## src/rtl/n64_joybus_pkg.sv

```systemverilog
// Shared definitions for the N64 Joybus host: FSM state encoding, command
// byte constants, microsecond phase multipliers and the reply-length clamp.
package n64_joybus_pkg;

  typedef enum logic [2:0] {
    ST_IDLE,
    ST_TX_LOW,
    ST_TX_HIGH,
    ST_TX_STOP,
    ST_RX_WAIT,
    ST_RX_SAMPLE,
    ST_RX_END,
    ST_FINISH
  } state_t;

  localparam logic [7:0] CMD_INFO  = 8'h00;
  localparam logic [7:0] CMD_POLL  = 8'h01;
  localparam logic [7:0] CMD_RESET = 8'hFF;

  // Phase lengths in microseconds
  localparam int unsigned TX_LONG_US  = 3;
  localparam int unsigned TX_SHORT_US = 1;
  localparam int unsigned SAMPLE_US   = 2;
  localparam int unsigned STOP_US     = 1;

  localparam int unsigned MAX_RX_BYTES = 4;

  // Reply lengths above four bytes behave as four
  function automatic logic [2:0] clamp_nbytes(input logic [2:0] n);
    return (n > 3'(MAX_RX_BYTES)) ? 3'(MAX_RX_BYTES) : n;
  endfunction

endpackage

```

## src/rtl/n64_line_sampler.sv

```systemverilog
// Controller line conditioning: 2-flop synchroniser, optional 3-sample
// glitch filter, and registered falling-edge detect.
// Ports: clk, rst (sync, active high), data_in (async raw line),
//        line (conditioned level), fall (one-cycle falling-edge pulse).
// Macro N64_HOST_GLITCH_FILTER_EN enables the glitch filter (+2 cycles).
module n64_line_sampler (
  input  logic clk,
  input  logic rst,
  input  logic data_in,
  output logic line,
  output logic fall
);

  logic sync1;
  logic sync2;
  logic level_c;
  logic level_prev;

  // Synchroniser; idle line is high (pull-up)
  always_ff @(posedge clk) begin
    if (rst) begin
      sync1 <= 1'b1;
      sync2 <= 1'b1;
    end else begin
      sync1 <= data_in;
      sync2 <= sync1;
    end
  end

`ifdef N64_HOST_GLITCH_FILTER_EN
  logic hist1;
  logic hist2;
  logic level_q;

  // Accept a new level only once three consecutive samples agree
  always_ff @(posedge clk) begin
    if (rst) begin
      hist1   <= 1'b1;
      hist2   <= 1'b1;
      level_q <= 1'b1;
    end else begin
      hist1   <= sync2;
      hist2   <= hist1;
      level_q <= level_c;
    end
  end

  assign level_c = ((sync2 == hist1) && (hist1 == hist2)) ? sync2 : level_q;
`else
  assign level_c = sync2;
`endif

  assign line = level_c;

  // Falling-edge detect
  always_ff @(posedge clk) begin
    if (rst) begin
      level_prev <= 1'b1;
      fall       <= 1'b0;
    end else begin
      level_prev <= level_c;
      fall       <= level_prev & ~level_c;
    end
  end

endmodule

```

## src/rtl/n64_joybus_host.sv

```systemverilog
// Console-side Joybus initiator: sends one command byte on the open-drain
// controller line, then decodes a 0-4 byte reply into RSP_DATA.
// Parameters: CLKS_PER_US (fabric cycles per us, >= 4), TIMEOUT_US.
// Ports: FAB_CLK, RESET (sync, active high), START/CMD/RX_NBYTES request,
//        DATA_IN raw line, DATA_OE (1 = pull low), BUSY, DONE/TIMEOUT pulses,
//        RSP_DATA (right-aligned reply), RSP_VALID.
// Macro N64_HOST_GLITCH_FILTER_EN (in n64_line_sampler) filters short glitches.
module n64_joybus_host
  import n64_joybus_pkg::*;
#(
  parameter int unsigned CLKS_PER_US = 100,
  parameter int unsigned TIMEOUT_US  = 100
) (
  input  logic        FAB_CLK,
  input  logic        RESET,
  input  logic        START,
  input  logic [7:0]  CMD,
  input  logic [2:0]  RX_NBYTES,
  input  logic        DATA_IN,
  output logic        DATA_OE,
  output logic        BUSY,
  output logic        DONE,
  output logic        TIMEOUT,
  output logic [31:0] RSP_DATA,
  output logic        RSP_VALID
);

  localparam int unsigned TO_CYCLES   = TIMEOUT_US * CLKS_PER_US;
  localparam int unsigned LONG_CYCLES = TX_LONG_US * CLKS_PER_US;
  localparam int unsigned CNT_MAX     = (TO_CYCLES > LONG_CYCLES) ? TO_CYCLES : LONG_CYCLES;
  localparam int unsigned CNT_W       = $clog2(CNT_MAX + 1);

  localparam logic [CNT_W-1:0] LONG_LAST   = CNT_W'(LONG_CYCLES - 1);
  localparam logic [CNT_W-1:0] SHORT_LAST  = CNT_W'(TX_SHORT_US * CLKS_PER_US - 1);
  localparam logic [CNT_W-1:0] STOP_LAST   = CNT_W'(STOP_US * CLKS_PER_US - 1);
  localparam logic [CNT_W-1:0] SAMPLE_LAST = CNT_W'(SAMPLE_US * CLKS_PER_US - 1);
  localparam logic [CNT_W-1:0] TO_LAST     = CNT_W'(TO_CYCLES - 1);

  state_t           state_q, state_d;
  logic [CNT_W-1:0] cnt_q, cnt_d;
  logic [2:0]       bit_q, bit_d;
  logic [7:0]       cmd_q, cmd_d;
  logic [2:0]       nbytes_q, nbytes_d;
  logic [5:0]       rx_bits_q, rx_bits_d;
  logic             seen_q, seen_d;
  logic [31:0]      rsp_data_d;
  logic             rsp_valid_d;
  logic             timeout_d;
  logic             done_d;
  logic             busy_d;
  logic             oe_d;
  logic             tx_bit_c;
  logic             line;
  logic             fall;

  n64_line_sampler u_sampler (
    .clk     (FAB_CLK),
    .rst     (RESET),
    .data_in (DATA_IN),
    .line    (line),
    .fall    (fall)
  );

  // State and output registers
  always_ff @(posedge FAB_CLK) begin
    if (RESET) begin
      state_q   <= ST_IDLE;
      cnt_q     <= '0;
      bit_q     <= '0;
      cmd_q     <= '0;
      nbytes_q  <= '0;
      rx_bits_q <= '0;
      seen_q    <= 1'b0;
      DATA_OE   <= 1'b0;
      BUSY      <= 1'b0;
      DONE      <= 1'b0;
      TIMEOUT   <= 1'b0;
      RSP_DATA  <= '0;
      RSP_VALID <= 1'b0;
    end else begin
      state_q   <= state_d;
      cnt_q     <= cnt_d;
      bit_q     <= bit_d;
      cmd_q     <= cmd_d;
      nbytes_q  <= nbytes_d;
      rx_bits_q <= rx_bits_d;
      seen_q    <= seen_d;
      DATA_OE   <= oe_d;
      BUSY      <= busy_d;
      DONE      <= done_d;
      TIMEOUT   <= timeout_d;
      RSP_DATA  <= rsp_data_d;
      RSP_VALID <= rsp_valid_d;
    end
  end

  // Next-state and next-output logic
  always_comb begin
    state_d     = state_q;
    cnt_d       = cnt_q + 1'b1;
    bit_d       = bit_q;
    cmd_d       = cmd_q;
    nbytes_d    = nbytes_q;
    rx_bits_d   = rx_bits_q;
    seen_d      = seen_q;
    rsp_data_d  = RSP_DATA;
    rsp_valid_d = RSP_VALID;
    timeout_d   = 1'b0;
    tx_bit_c    = cmd_q[bit_q];

    unique case (state_q)
      ST_IDLE: begin
        // The cycle carrying a TIMEOUT pulse still counts as the end of the
        // previous transaction, so START is not accepted in it.
        if (START && !TIMEOUT) begin
          state_d     = ST_TX_LOW;
          cmd_d       = CMD;
          nbytes_d    = clamp_nbytes(RX_NBYTES);
          bit_d       = 3'd7;
          rsp_data_d  = '0;
          rsp_valid_d = 1'b0;
        end
      end
      ST_TX_LOW: begin
        if (cnt_q == (tx_bit_c ? SHORT_LAST : LONG_LAST)) begin
          state_d = ST_TX_HIGH;
        end
      end
      ST_TX_HIGH: begin
        if (cnt_q == (tx_bit_c ? LONG_LAST : SHORT_LAST)) begin
          if (bit_q == 3'd0) begin
            state_d = ST_TX_STOP;
          end else begin
            bit_d   = bit_q - 3'd1;
            state_d = ST_TX_LOW;
          end
        end
      end
      ST_TX_STOP: begin
        if (cnt_q == STOP_LAST) begin
          rx_bits_d = '0;
          seen_d    = 1'b0;
          state_d   = (nbytes_q == 3'd0) ? ST_FINISH : ST_RX_WAIT;
        end
      end
      ST_RX_WAIT: begin
        if (fall) begin
          state_d = ST_RX_SAMPLE;
        end else if (cnt_q == TO_LAST) begin
          timeout_d   = 1'b1;
          rsp_valid_d = 1'b0;
          state_d     = ST_IDLE;
        end
      end
      ST_RX_SAMPLE: begin
        // Sample mid-bit: a '1' has returned high by now, a '0' is still low
        if (cnt_q == SAMPLE_LAST) begin
          rsp_data_d = {RSP_DATA[30:0], line};
          rx_bits_d  = rx_bits_q + 1'b1;
          state_d    = (rx_bits_d == {nbytes_q, 3'b000}) ? ST_RX_END : ST_RX_WAIT;
        end
      end
      ST_RX_END: begin
        // Stop bit: a falling edge followed by the line returning high
        if (seen_q && line) begin
          rsp_valid_d = 1'b1;
          state_d     = ST_FINISH;
        end else if (cnt_q == TO_LAST) begin
          timeout_d   = 1'b1;
          rsp_valid_d = 1'b0;
          state_d     = ST_IDLE;
        end else if (fall) begin
          seen_d = 1'b1;
        end
      end
      ST_FINISH: begin
        state_d = ST_IDLE;
      end
      default: begin
        state_d = ST_IDLE;
      end
    endcase

    // Every state times itself from its own entry
    if (state_d != state_q) begin
      cnt_d = '0;
    end

    // FINISH is the DONE cycle, already outside the busy window
    oe_d   = (state_d == ST_TX_LOW) || (state_d == ST_TX_STOP);
    done_d = (state_d == ST_FINISH);
    busy_d = (state_d != ST_IDLE) && (state_d != ST_FINISH);
  end

endmodule

```

## config.mk

```make
export PLATFORM = sky130hd
export DESIGN_NAME = n64_joybus_host
export DESIGN_NICKNAME = d
export VERILOG_FILES = /design/src/rtl/n64_joybus_pkg.sv /design/src/rtl/n64_line_sampler.sv /design/src/rtl/n64_joybus_host.sv
export SDC_FILE = /design/constraint.sdc
export NUM_CORES = 1
export LEC_CHECK = 0
export ABC_AREA = 1
export BUFFER_PORTS_ARGS = -buffer_cell sky130_fd_sc_hd__buf_2
export CAP_MARGIN = 20
export CORE_ASPECT_RATIO = 0.8
export CORE_UTILIZATION = 35
export DETAILED_ROUTE_END_ITERATION = 10
export GPL_ROUTABILITY_DRIVEN = 0
export SYNTH_ARGS = -nofsm -noshare
export SYNTH_HDL_FRONTEND = slang
export SYNTH_SLANG_ARGS = --single-unit
```

## constraint.sdc

```tcl
create_clock -name FAB_CLK -period 3.2 [get_ports FAB_CLK]
set_input_delay 0.48 -clock FAB_CLK [delete_from_list [all_inputs] [get_ports FAB_CLK]]
set_output_delay 0.48 -clock FAB_CLK [all_outputs]
set_load 0.02 [all_outputs]
```

==> metrics.yaml, run 1 <==
status: "finished, final reports clean"
cpMaxStageDelayCell: "inv_1"
synth_seq_area_share: 0.414
crit_type: "reg2reg"
synth_area_um2: 3820
core_um2: 10400
antenna_found_initial: 0
drtPass1Iterations: 4
rsz0062_at_grt: "false"
rows: 33
viasPerCell: 4.75
setup.worst_path.start_class: "flop"
ys_seq_elements: 79
synth.largest_area_cell: "dfxtp_1"
crit_path_cell_trace: "nor2_1, inv_1, nor2_1, inv_1, nor2_1, inv_1, nand2_1, inv_1, a21oi_1, nor2_1"
post-cts-setup-buffer-count: 0
ir_worst_vdd_v: 0.000249
clock_skew_ps: 7.31
wirelength_um: 8660
htreeDepth: 3
synth_cell_types: 34
avgSynthCellArea_um2: 7.35
setup_violations: 0
fin_cells: 709
grt_usage: 0.161
internal_power_mw: 1.85
tightestPinTransition_ps: 994
max_freq_ghz: 0.412
path_delay_family: "buffers and inverters"
grt_pass1_wl_um: 14500
max_slew_margin: 0.337
p_clk_frac: 0.447
grt_pass1_vias: 3047
cp.required_ps: 3470
grt_max_degree: 45
synth_fp_nets: 540
nets: 584
worstHoldPathType: "in2reg"
leakage_nw: 1.94
post-route-period-util: 0.758
ant_nets: 0
die_w_um: 119
dieArea_um2: 11300
pwr-share-seq: 0.430
place_inst: 693
syn_to_final_growth_pct: 17.8
cts_hold_buf: 0
numCtsBuffers: 9
min_period_ps: 2430
ctsResizeCount: 0
combPwrFrac: 0.123
synth_top_area_frac: 0.414
drive_gt1_frac: 0.192
swShare: 0.259
setup.worst_path.end_class: "flop"
post_drt_wl_per_cell_um: 12.2
clock_latency_ps: 340
slowest_delay_ps: 750
tns_ps: 0
drv_slew: 0
num_vias: 3369
drv_cap: 0
crit_buf_inv: 4
synth.area.top_cells: "dfxtp_1, nand2_1, a21oi_1"
ios: 52
power.switching_mw: 0.646
port_buffers: 51
drc_errors: 0
cts-root-buf: "clkbuf_16"
drt_iter0_markers: 243
overflow: 0
die_y_um: 95.4
crit_path_max_fanout: 32
dp_hpwl_um: 6080
final_hold_viol_count: 0
start_util: 0.366
synthesis.instances: 520
rrSetupSlack_ps: 770
critPathArrivalTime_ps: 2700
path_clk_slew_ps: 60
tritoncts: "done"
clock_sinks: 79
total_power_mw: 2.49
insertedDiodeCount: 0
yosysWarnings: 0
cts_max_path_buffers: 2
power_density_nw_per_um2: 554
logic make-up (layout without fill, tap and decap cells):
kind of cell             after synthesis  in the layout  share of synthesized area
flip-flops                            79             79                      0.414
AND/OR/NAND/NOR                      229            229                      0.296
adder cells (fa/ha/maj)                5              5                     0.0164
AO/OA/AOI/OAI                        112            112                      0.156
buffers and inverters                 81            130                     0.0861
XOR/XNOR                              14             14                     0.0321
flip-flops by register name, summed over array words and instances (netlist names), 3 cells and up:
signal and cells:
nbytes_q 3, state_q 3, cmd_q 8, rx_bits_q 6
cnt_q 14, RSP_DATA 32, bit_q 3
power by group through the flow:
stage,Combinational (mW),Clock (mW),Sequential [mW]
6_report,0.308,1.11,1.07
3_5_place_dp,0.309,0,1.09
2_1_floorplan,0.198,0,1.13
5_1_grt,0.346,1.19,1.08
3_3_place_gp,0.303,0,1.09
4_1_cts,0.310,1.14,1.07
worst register-to-register path, cell delays in order (launching register included):
cell	delay (ps)
dfxtp_1	460
nor2_1	90
inv_1	80
nor2_1	50
inv_1	90
nor2_1	70
inv_1	400
nand2_1	140
inv_1	750
a21oi_1	90
nor2_1	150
cells in the mapped netlist (all sizes together):
cell,count
a31oi,3
clkbuf,15
a2111oi,1
or2,3
ha,5
nand2,82
o21ai,45
a211oi,4
nand4,7
a21oi,55
o211a,1
o211ai,1
nor2,85
xnor2,1
buf,6
xor2,13
dfxtp,79
nand3,42
o31ai,2
nor3,10
inv,60
placed cells by master, fill, tap and decap left out, types with 7 or more instances in the layout:
master,synthesis,routed
inv_1,52,52
o21ai_0,43,43
nor2_1,71,71
nand2_1,77,77
nor2_4,11,11
buf_2,1,51
dfxtp_1,79,79
nand4_1,7,7
xor2_1,13,13
nor3_1,8,8
clkbuf_16,0,9
nand3_1,34,34
a21oi_1,55,55
inv_2,8,8
layer usage:
layer | part of all wire | GRT usage | up-vias | wire, µm
met5 | 0 | 0 | - | 0
met4 | 0.016 | 0.0643 | 0 | 142
met3 | 0.054 | 0.0502 | 12 | 469
met2 | 0.42 | 0.236 | 69 | 3630
met1 | 0.51 | 0.220 | 1507 | 4420
li1 | - | - | 1781 | -
area by class of cell:
cell class                      instances  area, µm²
Clock inverter                          4       77.6
Timing Repair Buffer                   54        278
Sequential cell                        79       1580
Multi-Input combinational cell        360       1920
Tap cell                              140        175
Inverter                               60        225
Fill cell                            1047       5950
Clock buffer                           12        246
through the flow:
| step | setup WS (ps) | hold WS [ps] | cell area, µm² | utilization |
|---|---|---|---|---|
| floorplan | 1310 | 389 | 3820 | - |
| global placement | 840 | 391 | 4180 | 0.400 |
| detailed placement | 776 | 396 | 4180 | 0.400 |
| CTS | 791 | 317 | 4500 | 0.431 |
| global route | 376 | 323 | 4500 | 0.431 |
| finish | 773 | 328 | 4500 | 0.431 |
final timing paths:
path | from | cells past startpoint | endpoint
worst min-delay path | DATA_IN | 2 | u_sampler.sync1
worst min register to register | u_sampler.sync1 | 1 | u_sampler.line
worst max register to register | state_q[1] | 10 | RSP_DATA[22]
worst max-delay path | state_q[1] | 10 | RSP_DATA[22]
No activity file was read; power rests on OpenSTA's default activity.
==> run 2, diff against run 1 <==
Clock period 3.2 ns to 2.3 ns, I/O delays scaled along.
==> metrics.yaml, run 2 (synthesis results as in run 1) <==
hold-path-cell-count: 2
post_drt_wl_per_cell_um: 12.8
grt_pass1_vias: 3264
max_freq_ghz: 0.468
htreeDepth: 3
startpoint: "cnt_q[12]"
syn_to_final_growth_pct: 20.7
clock_sinks: 79
nFillCells: 1059
path_clk_slew_ps: 60
post-route-util: 0.441
port_buffers: 51
worstReg2RegEnd: "cnt_q[6]"
path_delay_family: "simple AND/OR/NAND/NOR gates"
drtPass1Iterations: 5
overflow: 0
post-route-period-util: 0.928
timing.hold.ws_ps: 196
worstHoldPathType: "in2reg"
rows: 33
wirelength_um: 9270
layout_commonest_cell: "dfxtp_1"
dp_hpwl_um: 6300
grt_pass1_wl_um: 15300
die_w_um: 119
leakage_nw: 2.00
cpMaxStageDelayCell: "dfxtp_1"
cp.required_ps: 2520
num_vias: 3508
clock_latency_ps: 330
slowest_delay_ps: 340
tightestPinTransition_ps: 497
critPathArrivalTime_ps: 2350
dieArea_um2: 11300
drv_slew: 0
start_util: 0.366
die_y_um: 95.4
worst-path-stages: 13
cts_hold_buf: 0
rrSetupSlack_ps: 160
crit_path_cell_trace: "nor2_1, nand2_1, nor2_1, nand3_1, nand2_1, o31ai_1, nor2_2, nand3_2, nand2_2, nand2_2, nand3_4, buf_4, nor2_4"
setup.worst_path.start_class: "flop"
setup.worst_path.end_class: "flop"
min_period_ps: 2140
final_hold_viol_count: 0
status: "finished, final reports clean"
antenna_found_initial: 0
max_slew_margin: 0.666
top_register: "RSP_DATA"
multi_input_area_um2: 1920
nets: 601
crit_buf_inv: 1
crit_type: "reg2reg"
clock_skew_ps: 10.8
tritoncts: "done"
ios: 52
register_area_um2: 1580
total_power_mw: 3.39
largest_reg_flops: 32
viasPerCell: 4.83
final_cell_mix: "dfxtp_1, nand2_1, nor2_1"
power_density_nw_per_um2: 736
fin_cells: 726
drv_cap: 0
core_um2: 10400
numCtsBuffers: 9
drive_gt1_frac: 0.222
grt_usage: 0.169
cts_max_path_buffers: 2
setup_violations: 0
grt_max_degree: 45
rr_worst_depth: 13
crit_path_max_fanout: 11
cp-endpoint: "cnt_q[6]"
insertedDiodeCount: 0
ir_worst_vdd_v: 0.000377
ant_nets: 0
largestRegisters: "RSP_DATA: 32 flops, cnt_q: 14 flops, cmd_q: 8 flops"
drc_errors: 0
place_inst: 699
worstReg2RegStart: "cnt_q[12]"
drt_iter0_markers: 211
cts-root-buf: "clkbuf_16"
==> run 2: what timing repair did <==
| action | CTS | global route |
|---|---|---|
| setup buffers | 0 | 11 |
| gates resized for setup | 0 | 3 |
| setup endpoints to repair | 0 | 15 |
==> run 2: worst min path at each step <==
stage / start / slack [ps] / end
5_1_grt: DATA_IN / 200 / u_sampler.sync1
4_1_cts: DATA_IN / 190 / u_sampler.sync1
2_1_floorplan: u_sampler.sync1 / 390 / u_sampler.line
3_3_place_gp: u_sampler.sync1 / 390 / u_sampler.line
6_report: DATA_IN / 200 / u_sampler.sync1
3_5_place_dp: u_sampler.sync1 / 400 / u_sampler.line
==> run 2: metal layers <==
layer / vias up / global-route usage / share of wire
li1: 1816 / - / -
met1: 1579 / 0.232 / 0.50
met4: 0 / 0.0506 / 0.0085
met5: - / 0 / 0
met3: 6 / 0.0502 / 0.056
met2: 107 / 0.256 / 0.43
==> run 2: power by group <==
group          switching (mW)  internal, mW  leakage, nW
clock                   0.582         0.847        0.135
combinational           0.302         0.172         1.21
sequential             0.0495          1.44        0.647
total                   0.934          2.46         2.00
==> run 2: final cells by class <==
| cell class | instances | area share |
|---|---|---|
| repair buffers | 71 | 0.0879 |
| well taps | 140 | 0.0380 |
| flip-flops and latches | 79 | 0.343 |
| clock inverters | 6 | 0.0152 |
| multi-input cells | 360 | 0.417 |
| inverters | 60 | 0.0488 |
| clock buffers | 10 | 0.0497 |
==> run 2: metrics by stage <==
| step | setup TNS (ps) | setup slack (ps) | area, µm² |
|---|---|---|---|
| 3_5_place_dp | 0 | 29.7 | 4220 |
| 5_1_grt | -18.6 | -10.1 | 4610 |
| 4_1_cts | 0 | 20.0 | 4520 |
| 3_3_place_gp | 0 | 175 | 4220 |
| 6_report | 0 | 165 | 4610 |
| 2_1_floorplan | 0 | 406 | 3820 |
